`src/rtl/cpu_fetch.sv`:
```
// cpu_fetch: one/two-byte instruction fetch with valid/ready hand-off to decode and jump redirect.
// Optional retired-instruction counter (instr_count port) enabled by defining CPU_FETCH_COUNT_EN.
module cpu_fetch (
    input  logic        clk,
    input  logic        reset,
    input  logic [7:0]  pc_addr,
    output logic        increment,
    output logic        jumper,
    output logic [7:0]  jumper_d,
    output logic        mem_req,
    output logic [7:0]  mem_addr,
    input  logic        mem_ready,
    input  logic [7:0]  mem_data,
    output logic        instr_valid,
    input  logic        instr_ready,
    output logic [7:0]  ir_op,
    output logic [7:0]  ir_arg,
    input  logic        jump_req,
`ifdef CPU_FETCH_COUNT_EN
    input  logic [7:0]  jump_target,
    output logic [15:0] instr_count
`else
    input  logic [7:0]  jump_target
`endif
);
    typedef enum logic [1:0] {FETCH_OP, FETCH_ARG, HOLD} state_t;
    state_t state, state_nxt;
    logic accept, retire;
    // PC/memory controls and next state; a redirect overrides any fetch or hand-off this cycle
    always_comb begin
        mem_req   = (state != HOLD) & ~jump_req & ~reset;
        accept    = mem_req & mem_ready;
        retire    = (state == HOLD) & instr_valid & instr_ready & ~jump_req;
        increment = accept;
        jumper    = jump_req & ~reset;
        jumper_d  = jumper ? jump_target : 8'h00;
        mem_addr  = pc_addr;
        state_nxt = state;
        if (jump_req)
            state_nxt = FETCH_OP;
        else if (accept)
            state_nxt = (state == FETCH_OP && mem_data[7]) ? FETCH_ARG : HOLD;
        else if (retire)
            state_nxt = FETCH_OP;
    end
    // State and instruction register; ir_op/ir_arg keep their value across a redirect
    always_ff @(posedge clk) begin
        if (reset) begin
            state       <= FETCH_OP;
            ir_op       <= 8'h00;
            ir_arg      <= 8'h00;
            instr_valid <= 1'b0;
        end else begin
            state <= state_nxt;
            if (accept && state == FETCH_OP) begin
                ir_op <= mem_data;
                if (!mem_data[7]) begin
                    ir_arg      <= 8'h00;
                    instr_valid <= 1'b1;
                end
            end
            if (accept && state == FETCH_ARG) begin
                ir_arg      <= mem_data;
                instr_valid <= 1'b1;
            end
            if (jump_req || retire)
                instr_valid <= 1'b0;
        end
    end
`ifdef CPU_FETCH_COUNT_EN
    // Count instructions taken by decode, excluding hand-offs cancelled by a redirect
    always_ff @(posedge clk) begin
        if (reset)
            instr_count <= 16'h0000;
        else if (instr_valid && instr_ready && !jump_req)
            instr_count <= instr_count + 16'h0001;
    end
`endif
endmodule

```
`config.mk`:
```
export PLATFORM = sky130hd
export DESIGN_NAME = cpu_fetch
export DESIGN_NICKNAME = d
export VERILOG_FILES = /design/src/rtl/cpu_fetch.sv
export SDC_FILE = /design/constraint.sdc
export NUM_CORES = 1
export LEC_CHECK = 0
export CORE_MARGIN = 2
export CORE_UTILIZATION = 36
export DETAILED_ROUTE_END_ITERATION = 8
export GPL_TIMING_DRIVEN = 0
export PLACE_DENSITY = 0.84
export SYNTH_ARGS = -nofsm -noshare
export SYNTH_HDL_FRONTEND = slang
export SYNTH_SLANG_ARGS = --single-unit
export TNS_END_PERCENT = 20
```
`constraint.sdc`:
```
create_clock -name clk -period 2.8 [get_ports clk]
set_clock_uncertainty 0.2 [all_clocks]
set_input_delay 0.56 -clock clk [delete_from_list [all_inputs] [get_ports clk]]
set_output_delay 0.56 -clock clk [all_outputs]
set_load 0.05 [all_outputs]
```
# Word-level counts from Yosys, hierarchy flattened
# Index checks and enable logic that the tools add are counted.
dict set report totals {
  input_bits 29
  register_bits 19
}
dict set report classes {
  muxes 10
  n_eq_ne 4
  n_bitwise 9
  reduce_logical 10
}
# operator n
set op_table {}
lappend op_table {{2-to-1 mux 8 bit} 4}
lappend op_table {{bitwise AND 1 bit} 7}
lappend op_table {{2-to-1 mux 2 bit} 3}
lappend op_table {{nonzero test 2 bit} 2}
lappend op_table {{OR reduction 2 bit} 2}
lappend op_table {{logical AND 1 bit} 3}
lappend op_table {{2-to-1 mux 1 bit} 3}
lappend op_table {{== test 2 x 1 -> 1 bit, second input constant} 1}
lappend op_table {{== test 2 bit, second input constant} 1}
lappend op_table {{logical NOT 2 bit} 1}
lappend op_table {{!= test 2 x 1 -> 1 bit, second input constant} 1}
lappend op_table {{!= test 2 bit, second input constant} 1}
lappend op_table {{NOT 1 bit} 2}
lappend op_table {{AND reduction 2 bit} 1}
lappend op_table {{logical OR 1 bit} 1}

# Logic depth before layout (Yosys ltp)
# Gate-level depths: netlist of run 1.
dict set report logic_depth {
  word_depth 7
  mapped_depth 4
  ltp_nobuf 3
}

# Worst setup path before layout of run 1
# No wires, ideal clock.
dict set report synth_path {
  path_kind {in2out}
  startpoint {in jump_req}
  endpoint {out jumper_d[0]}
  n_path_buf 1
  t_arrival_ps 1750
  path_stages 3
  slack_ps 290
  cell_sequence {nor2b_1 clkbuf_1 and2_1}
}
dict set report synth_between {
  elab_chain_cells 2
}
# element line_no
set synth_rtl {}
lappend synth_rtl {{start, declared} 18} ;# input logic jump_req,
lappend synth_rtl {{bitwise AND 1 bit} 35} ;# jumper = jump_req & ~reset;
lappend synth_rtl {{named net jumper} 8} ;# output logic jumper,
lappend synth_rtl {{2-to-1 mux 8 bit} 36} ;# jumper_d = jumper ? jump_target : 8'h00;
lappend synth_rtl {{end, declared} 9} ;# output logic [7:0] jumper_d,
# The timed path passes the listed nets, and every way through them passes these cells.

# Worst setup path after layout of run 1
dict set report layout_path {
  startpoint {in reset}
  endpoint {out mem_req}
}
dict set report layout_between {
  elab_chain_cells 2
}
# element line_no
set layout_rtl {}
lappend layout_rtl {{start, declared} 5} ;# input logic reset,
lappend layout_rtl {{NOT 1 bit} 31} ;# mem_req = (state != HOLD) & ~jump_req & ~reset;
lappend layout_rtl {{bitwise AND 1 bit} 31}
lappend layout_rtl {{end, declared} 10} ;# output logic mem_req,
# Every way passes these cells.

==> impl_metrics.yaml, run 1 <==
timing:
  fin_tns_setup_ns: 0
  hold_viol: 0
  final-setup-viol-count: 0
  rsz0062_at_grt: "false"
  final_critical_path_setup_slack_ns: 0.0567
  layout_min_cycle_time_ns: 2.74
  final.period_utilization_pct: 98.0
  worst_pin_slew_ns: 0.663
  slew_headroom_pct: 55.7
  highest_clock_frequency_the_design_can_meet_mhz: 365
  report.final.slew_viol_count: 0
flow_run:
  max-cap-violations: 0
power:
  power_total_mw: 0.589
  max-vdd-ir-drop_mv: 0.413
  static_leakage_nw: 0.575
  p_per_area_nw_per_um2: 390
synth:
  sequential_cell_area_fraction_in_the_yosys_report_pct: 42.9
  postSynthNetCount: 127
  yosys.cell_types.count: 26
  ys.flop_type: "sky130_fd_sc_hd__dfxtp_1"
  synth_cell_area_sq_um: 886
  synth_warnings: 0
  synth.avg_cell_area_sq_um: 9.04
  post_synth_arst_share_pct: 0
  netlist.top_cell.by_area: "sky130_fd_sc_hd__dfxtp_1"
  postSynthRegisterBits: 19
  post-synth-top-count-cell: "sky130_fd_sc_hd__dfxtp_1"
  postSynthCellCount: 98
  ys_top_cells_by_area: "sky130_fd_sc_hd__dfxtp_1 43%, sky130_fd_sc_hd__a32o_1 7.9%, sky130_fd_sc_hd__buf_4 6.8%, sky130_fd_sc_hd__and2_1 6.4%, sky130_fd_sc_hd__a21oi_1 5.1%"
  synth_edf_count: 0
  synth_common_cells: "19 x sky130_fd_sc_hd__dfxtp_1, 9 x sky130_fd_sc_hd__a21oi_1, 9 x sky130_fd_sc_hd__and2_1, 9 x sky130_fd_sc_hd__o21ai_0"
  synth_largest_type_area_fraction_pct: 42.9
cts:
  cts_setup_buffers: 0
  clk-insertion-delay-late_ns: 0.30
  clock_tree_from_tritoncts: "yes"
  ctsLongestPathBuffers: 2
  clkSlewWorstSetupHoldPaths_ns: 0.10
  clock_sink_count: 19
  clock-root-buffer: "sky130_fd_sc_hd__clkbuf_4"
  clock_tree.htree_level_count: 1
  cts_buffers: 3
critical_path:
  cp_data_arrival_time_ns: 1.98
  reg2reg_slack_ns: 0.86
  regToRegStartpoint: "state[1]"
  critical_path_class: "input pin to output pin"
  critical_path.endpoint_type: "output pin"
  crit_path_start_kind: "input pin"
  critical_path_peak_fanout: 10
  worstSetupStartpoint: "reset"
  cp_data_required_time_ns: 2.04
run_status:
  outcome: "complete, no violations"
routing:
  drt_pass1_iterations: 4
  detail_route.vias_per_cell: 5.05
  vias: 939
  detail-route-antenna-nets: 0
  wl_um: 2530
  drc: 0
  routedWlPerCell_um: 13.6
  drt-initial-drc-count: 15
place:
  port_buffers: 56
  gp_routability_congestion: 0.739
  placed_area_sq_um: 1480
  placement.setup.worst_slack_ns: -0.530
  dpl.hpwl_um: 2090
finish:
  area.growth.synth_to_final_pct: 70.6
  antenna_cells: 0
  layout.nets: 188
  final_layout_size_suffix_gt1_share_pct: 19.0
  finish.instance_area_sq_um: 1510
  postLayoutCoreUtil_pct: 66.4
global_routing:
  antenna_violations_before_repair: 0
  aggregate_global_routing_overflow: 0
  grtUsageTotal_pct: 20.1
  grt_start_max_net_pins: 11
  grt_first_pass_wirelength_um: 4120
  vias_in_the_first_global_route: 900
die:
  floorplan.die.height_um: 53.6
  rows: 17
  core_region_area_sq_um: 2280
  start_util_pct: 38.9
  dieWidth_um: 53.6
  design.portCount: 65
  full_die_area_sq_um: 2870
min_path:
  timing.hold.worst.start: "ir_op[3]"
  worstHoldPathType: "register to register"
[path summary, 6_finish.rpt]
kind	end	cells after the start
worst max-delay path	mem_req	5
worst min-delay path	ir_op[3]	2
worst max register to register	ir_arg[6]	4
worst min register to register	ir_op[3]	2
[through the flow]
stage / hold WS, ns / cells
detailed placement: 0.270 / 182
finish: 0.284 / 186
global route: 0.311 / 186
global placement: 0.265 / 182
floorplan: 0.308 / 98
CTS: 0.284 / 186
[cells in the final DEF (no fill, tap or decap), drive strengths merged]
master	count
inv	4
clkdlybuf4s15	5
nor4b	1
nor2	3
or4b	1
a32o	7
a21oi	9
nand3	8
or3b	1
nor2b	1
o21ai	9
and2	9
clkdlybuf4s18	4
o211a	1
clkbuf	9
or3	1
o41ai	1
o31ai	1
nor3	1
a2bb2oi	1
o21bai	1
and3	1
buf	11
nand2b	1
a21boi	1
clkdlybuf4s50	44
dlymetal6s2s	1
dfxtp	19
and2b	2
[repair_timing]
item / CTS / global route
hold endpoints to repair: 0 / 0
endpoints found under the setup margin: 11 / 9
hold buffers: 0 / 0
cloned: 0 / 0
gates resized for setup: 40 / 5
[sequential cells by signal (all words and copies together), names as in the netlist]
register / flops
ir_op: 8
instr_valid: 1
state: 2
ir_arg: 8
[final cells by class]
class	count	area, sq um
multi-input combinational	61	403
sequential	19	380
tap	28	35.0
fill	203	764
timing repair buffer	56	559
inverter	4	15.0
clock buffer	4	26.3
buffer	14	92.6
[metal layers]
metal	part of all wire, %	track usage [%]	vias to the layer above	wire, um
li1	-	-	467	-
met1	42	24.4	438	1060
met2	52	34.2	29	1310
met3	4.3	4.17	5	108
met4	1.9	8.97	0	49
met5	0	0	-	0
[critical path: stages]
cell	delay, ns
sky130_fd_sc_hd__clkdlybuf4s50_1	0.58
sky130_fd_sc_hd__clkbuf_2	0.28
sky130_fd_sc_hd__nor2_2	0.08
sky130_fd_sc_hd__and2_1	0.14
sky130_fd_sc_hd__clkdlybuf4s18_2	0.34
[power breakdown]
group          leakage (nW)  internal (mW)  total, mW  switching [mW]
logic                 0.406         0.0722      0.172           0.100
registers             0.154          0.276      0.280         0.00364
clock network        0.0150         0.0557      0.137          0.0815
total                 0.575          0.404      0.589           0.185
[cells by family after synthesis]
| logic type | after synthesis | synth area share, % |
|---|---|---|
| AND/OR/NAND/NOR | 30 | 21.5 |
| AO/OA/AOI/OAI | 31 | 23.7 |
| flip-flops | 19 | 42.9 |
| buffers and inverters | 18 | 11.9 |
Note: power is estimated with default switching activity, not from simulation.
==> run 2: changes to the inputs <==
--- a/config.mk
+++ b/config.mk
@@ -10,6 +10,7 @@
 export DETAILED_ROUTE_END_ITERATION = 8
 export GPL_TIMING_DRIVEN = 0
 export PLACE_DENSITY = 0.84
+export SKIP_CTS_REPAIR_TIMING = 1
 export SYNTH_ARGS = -nofsm -noshare
 export SYNTH_HDL_FRONTEND = slang
 export SYNTH_SLANG_ARGS = --single-unit
==> run 2 against run 1 <==
- critical endpoint is now jumper
- clock power is essentially flat
- register-to-register slack got worse by 0.02 ns
- worst hold slack improved by 0.0033 ns
- sequential share of layout area grew 0.80 points
- wire length grew 1.1%
- die area did not move
- fmax grew 0.31%
- sequential power barely moved
==> impl_metrics.yaml, run 2 (same netlist as run 1, synthesis figures left out) <==
run_status:
  outcome: "complete, no violations"
place:
  gp_routability_congestion: 0.739
  placed_area_sq_um: 1480
  dpl.hpwl_um: 2090
  port_buffers: 56
global_routing:
  aggregate_global_routing_overflow: 0
  grt_first_pass_wirelength_um: 4090
  vias_in_the_first_global_route: 894
  grtUsageTotal_pct: 20.0
  antenna_violations_before_repair: 0
  grt_start_max_net_pins: 11
cts:
  clk-insertion-delay-late_ns: 0.30
  clock-root-buffer: "sky130_fd_sc_hd__clkbuf_4"
  clock_tree.htree_level_count: 1
  cts_buffers: 3
  ctsLongestPathBuffers: 2
  clkSlewWorstSetupHoldPaths_ns: 0.10
  clock_tree_from_tritoncts: "yes"
  clock_sink_count: 19
critical_path:
  critical_path.endpoint_type: "output pin"
  worstSetupStartpoint: "jump_req"
  cp_data_required_time_ns: 2.04
  regToRegStartpoint: "state[1]"
  reg2reg_to: "ir_arg[6]"
  crit_path_start_kind: "input pin"
  reg2reg_slack_ns: 0.84
  crit_end: "jumper"
  worst-r2r-cell-count: 4
  critical_path_peak_fanout: 9
  critical_path_class: "input pin to output pin"
  cp_data_arrival_time_ns: 1.97
timing:
  fin_tns_setup_ns: 0
  layout_min_cycle_time_ns: 2.73
  report.final.slew_viol_count: 0
  highest_clock_frequency_the_design_can_meet_mhz: 366
  slew_headroom_pct: 54.6
  rsz0062_at_grt: "true"
  worst_pin_slew_ns: 0.679
  final-setup-viol-count: 0
  final.period_utilization_pct: 97.7
  hold_viol: 0
finish:
  layout.nets: 188
  area.growth.synth_to_final_pct: 65.4
  final_layout_size_suffix_gt1_share_pct: 18.4
  regs_by_ff_count: "ir_arg (8), ir_op (8), state (2)"
  final_common_cell: "sky130_fd_sc_hd__clkdlybuf4s50_1"
  fill_cells: 209
  antenna_cells: 0
  finish.instance_area_sq_um: 1470
  mostFrequentLayoutCells: "45 x sky130_fd_sc_hd__clkdlybuf4s50_1, 19 x sky130_fd_sc_hd__dfxtp_1, 11 x sky130_fd_sc_hd__clkbuf_2"
power:
  power.switching_mw: 0.185
  power.share.combinational_pct: 28.9
  seq_power_share_pct: 47.7
  switching_share_pct: 31.6
  share_clk_of_total_power_pct: 23.3
  max-vdd-ir-drop_mv: 0.413
  static_leakage_nw: 0.581
  intPower_mw: 0.401
  p_per_area_nw_per_um2: 400
routing:
  vias: 943
  detail-route-antenna-nets: 0
  drt-initial-drc-count: 10
  drt_pass1_iterations: 4
  drc: 0
  detail_route.vias_per_cell: 5.07
  routedWlPerCell_um: 13.7
  wl_um: 2560
die:
  dieWidth_um: 53.6
  rows: 17
  full_die_area_sq_um: 2870
  design.portCount: 65
  start_util_pct: 38.9
  core_region_area_sq_um: 2280
  floorplan.die.height_um: 53.6
flow_run:
  max-cap-violations: 0
min_path:
  whs_path_depth: 2
  worstHoldPathType: "register to register"
==> run 2: layout make-up <==
cell class	count	area [sq um]	share of cell area, %
repair buffers	56	513	35.0
multi-input cells	61	403	27.5
well taps	28	35.0	2.39
plain buffers	14	92.6	6.32
clock buffers	4	26.3	1.79
flip-flops and latches	19	380	26.0
inverters	4	15.0	1.02
==> run 2: power by group through the flow <==
stage                     Combinational, mW  Sequential, mW  Clock, mW
final                                 0.169           0.280      0.137
after global routing                  0.179           0.280      0.155
after CTS                             0.175           0.280      0.142
after detailed placement              0.174           0.286          0
after global placement                0.172           0.285          0
after floorplan                      0.0844           0.302          0
==> run 2: worst min path at each step <==
stage          startpoint       end
4_1_cts          ir_op[3]  ir_op[3]
3_5_place_dp     ir_op[3]  ir_op[3]
5_1_grt          ir_op[1]  ir_op[1]
6_report         ir_op[7]  ir_op[7]
2_1_floorplan    state[1]  state[1]
3_3_place_gp     ir_op[7]  ir_op[7]
==> run 2: critical path, stage by stage <==
cell and delay (ns):
sky130_fd_sc_hd__clkdlybuf4s50_1 0.63, sky130_fd_sc_hd__nor2b_1 0.17, sky130_fd_sc_hd__clkbuf_2 0.17, sky130_fd_sc_hd__dlymetal6s2s_1 0.44
==> run 2: metrics by stage <==
step | util (%) | hold WS (ns) | cells | power [mW] | setup WS, ns
3_5_place_dp | 65.1 | 0.270 | 182 | 0.460 | -0.530
4_1_cts | 66.2 | 0.284 | 186 | 0.596 | -0.548
2_1_floorplan | - | 0.308 | 98 | 0.387 | 0.290
6_report | 64.4 | 0.287 | 186 | 0.586 | 0.0653
3_3_place_gp | 65.1 | 0.265 | 182 | 0.458 | -0.513
5_1_grt | 64.4 | 0.311 | 186 | 0.614 | -0.00912
==> run 2: metal layers <==
layer | up-vias | track usage [%] | routed length [um]
li1 | 468 | - | -
met1 | 447 | 24.2 | 1090
met2 | 23 | 34.0 | 1330
met3 | 5 | 4.17 | 95
met4 | 0 | 8.97 | 48
met5 | - | 0 | 0
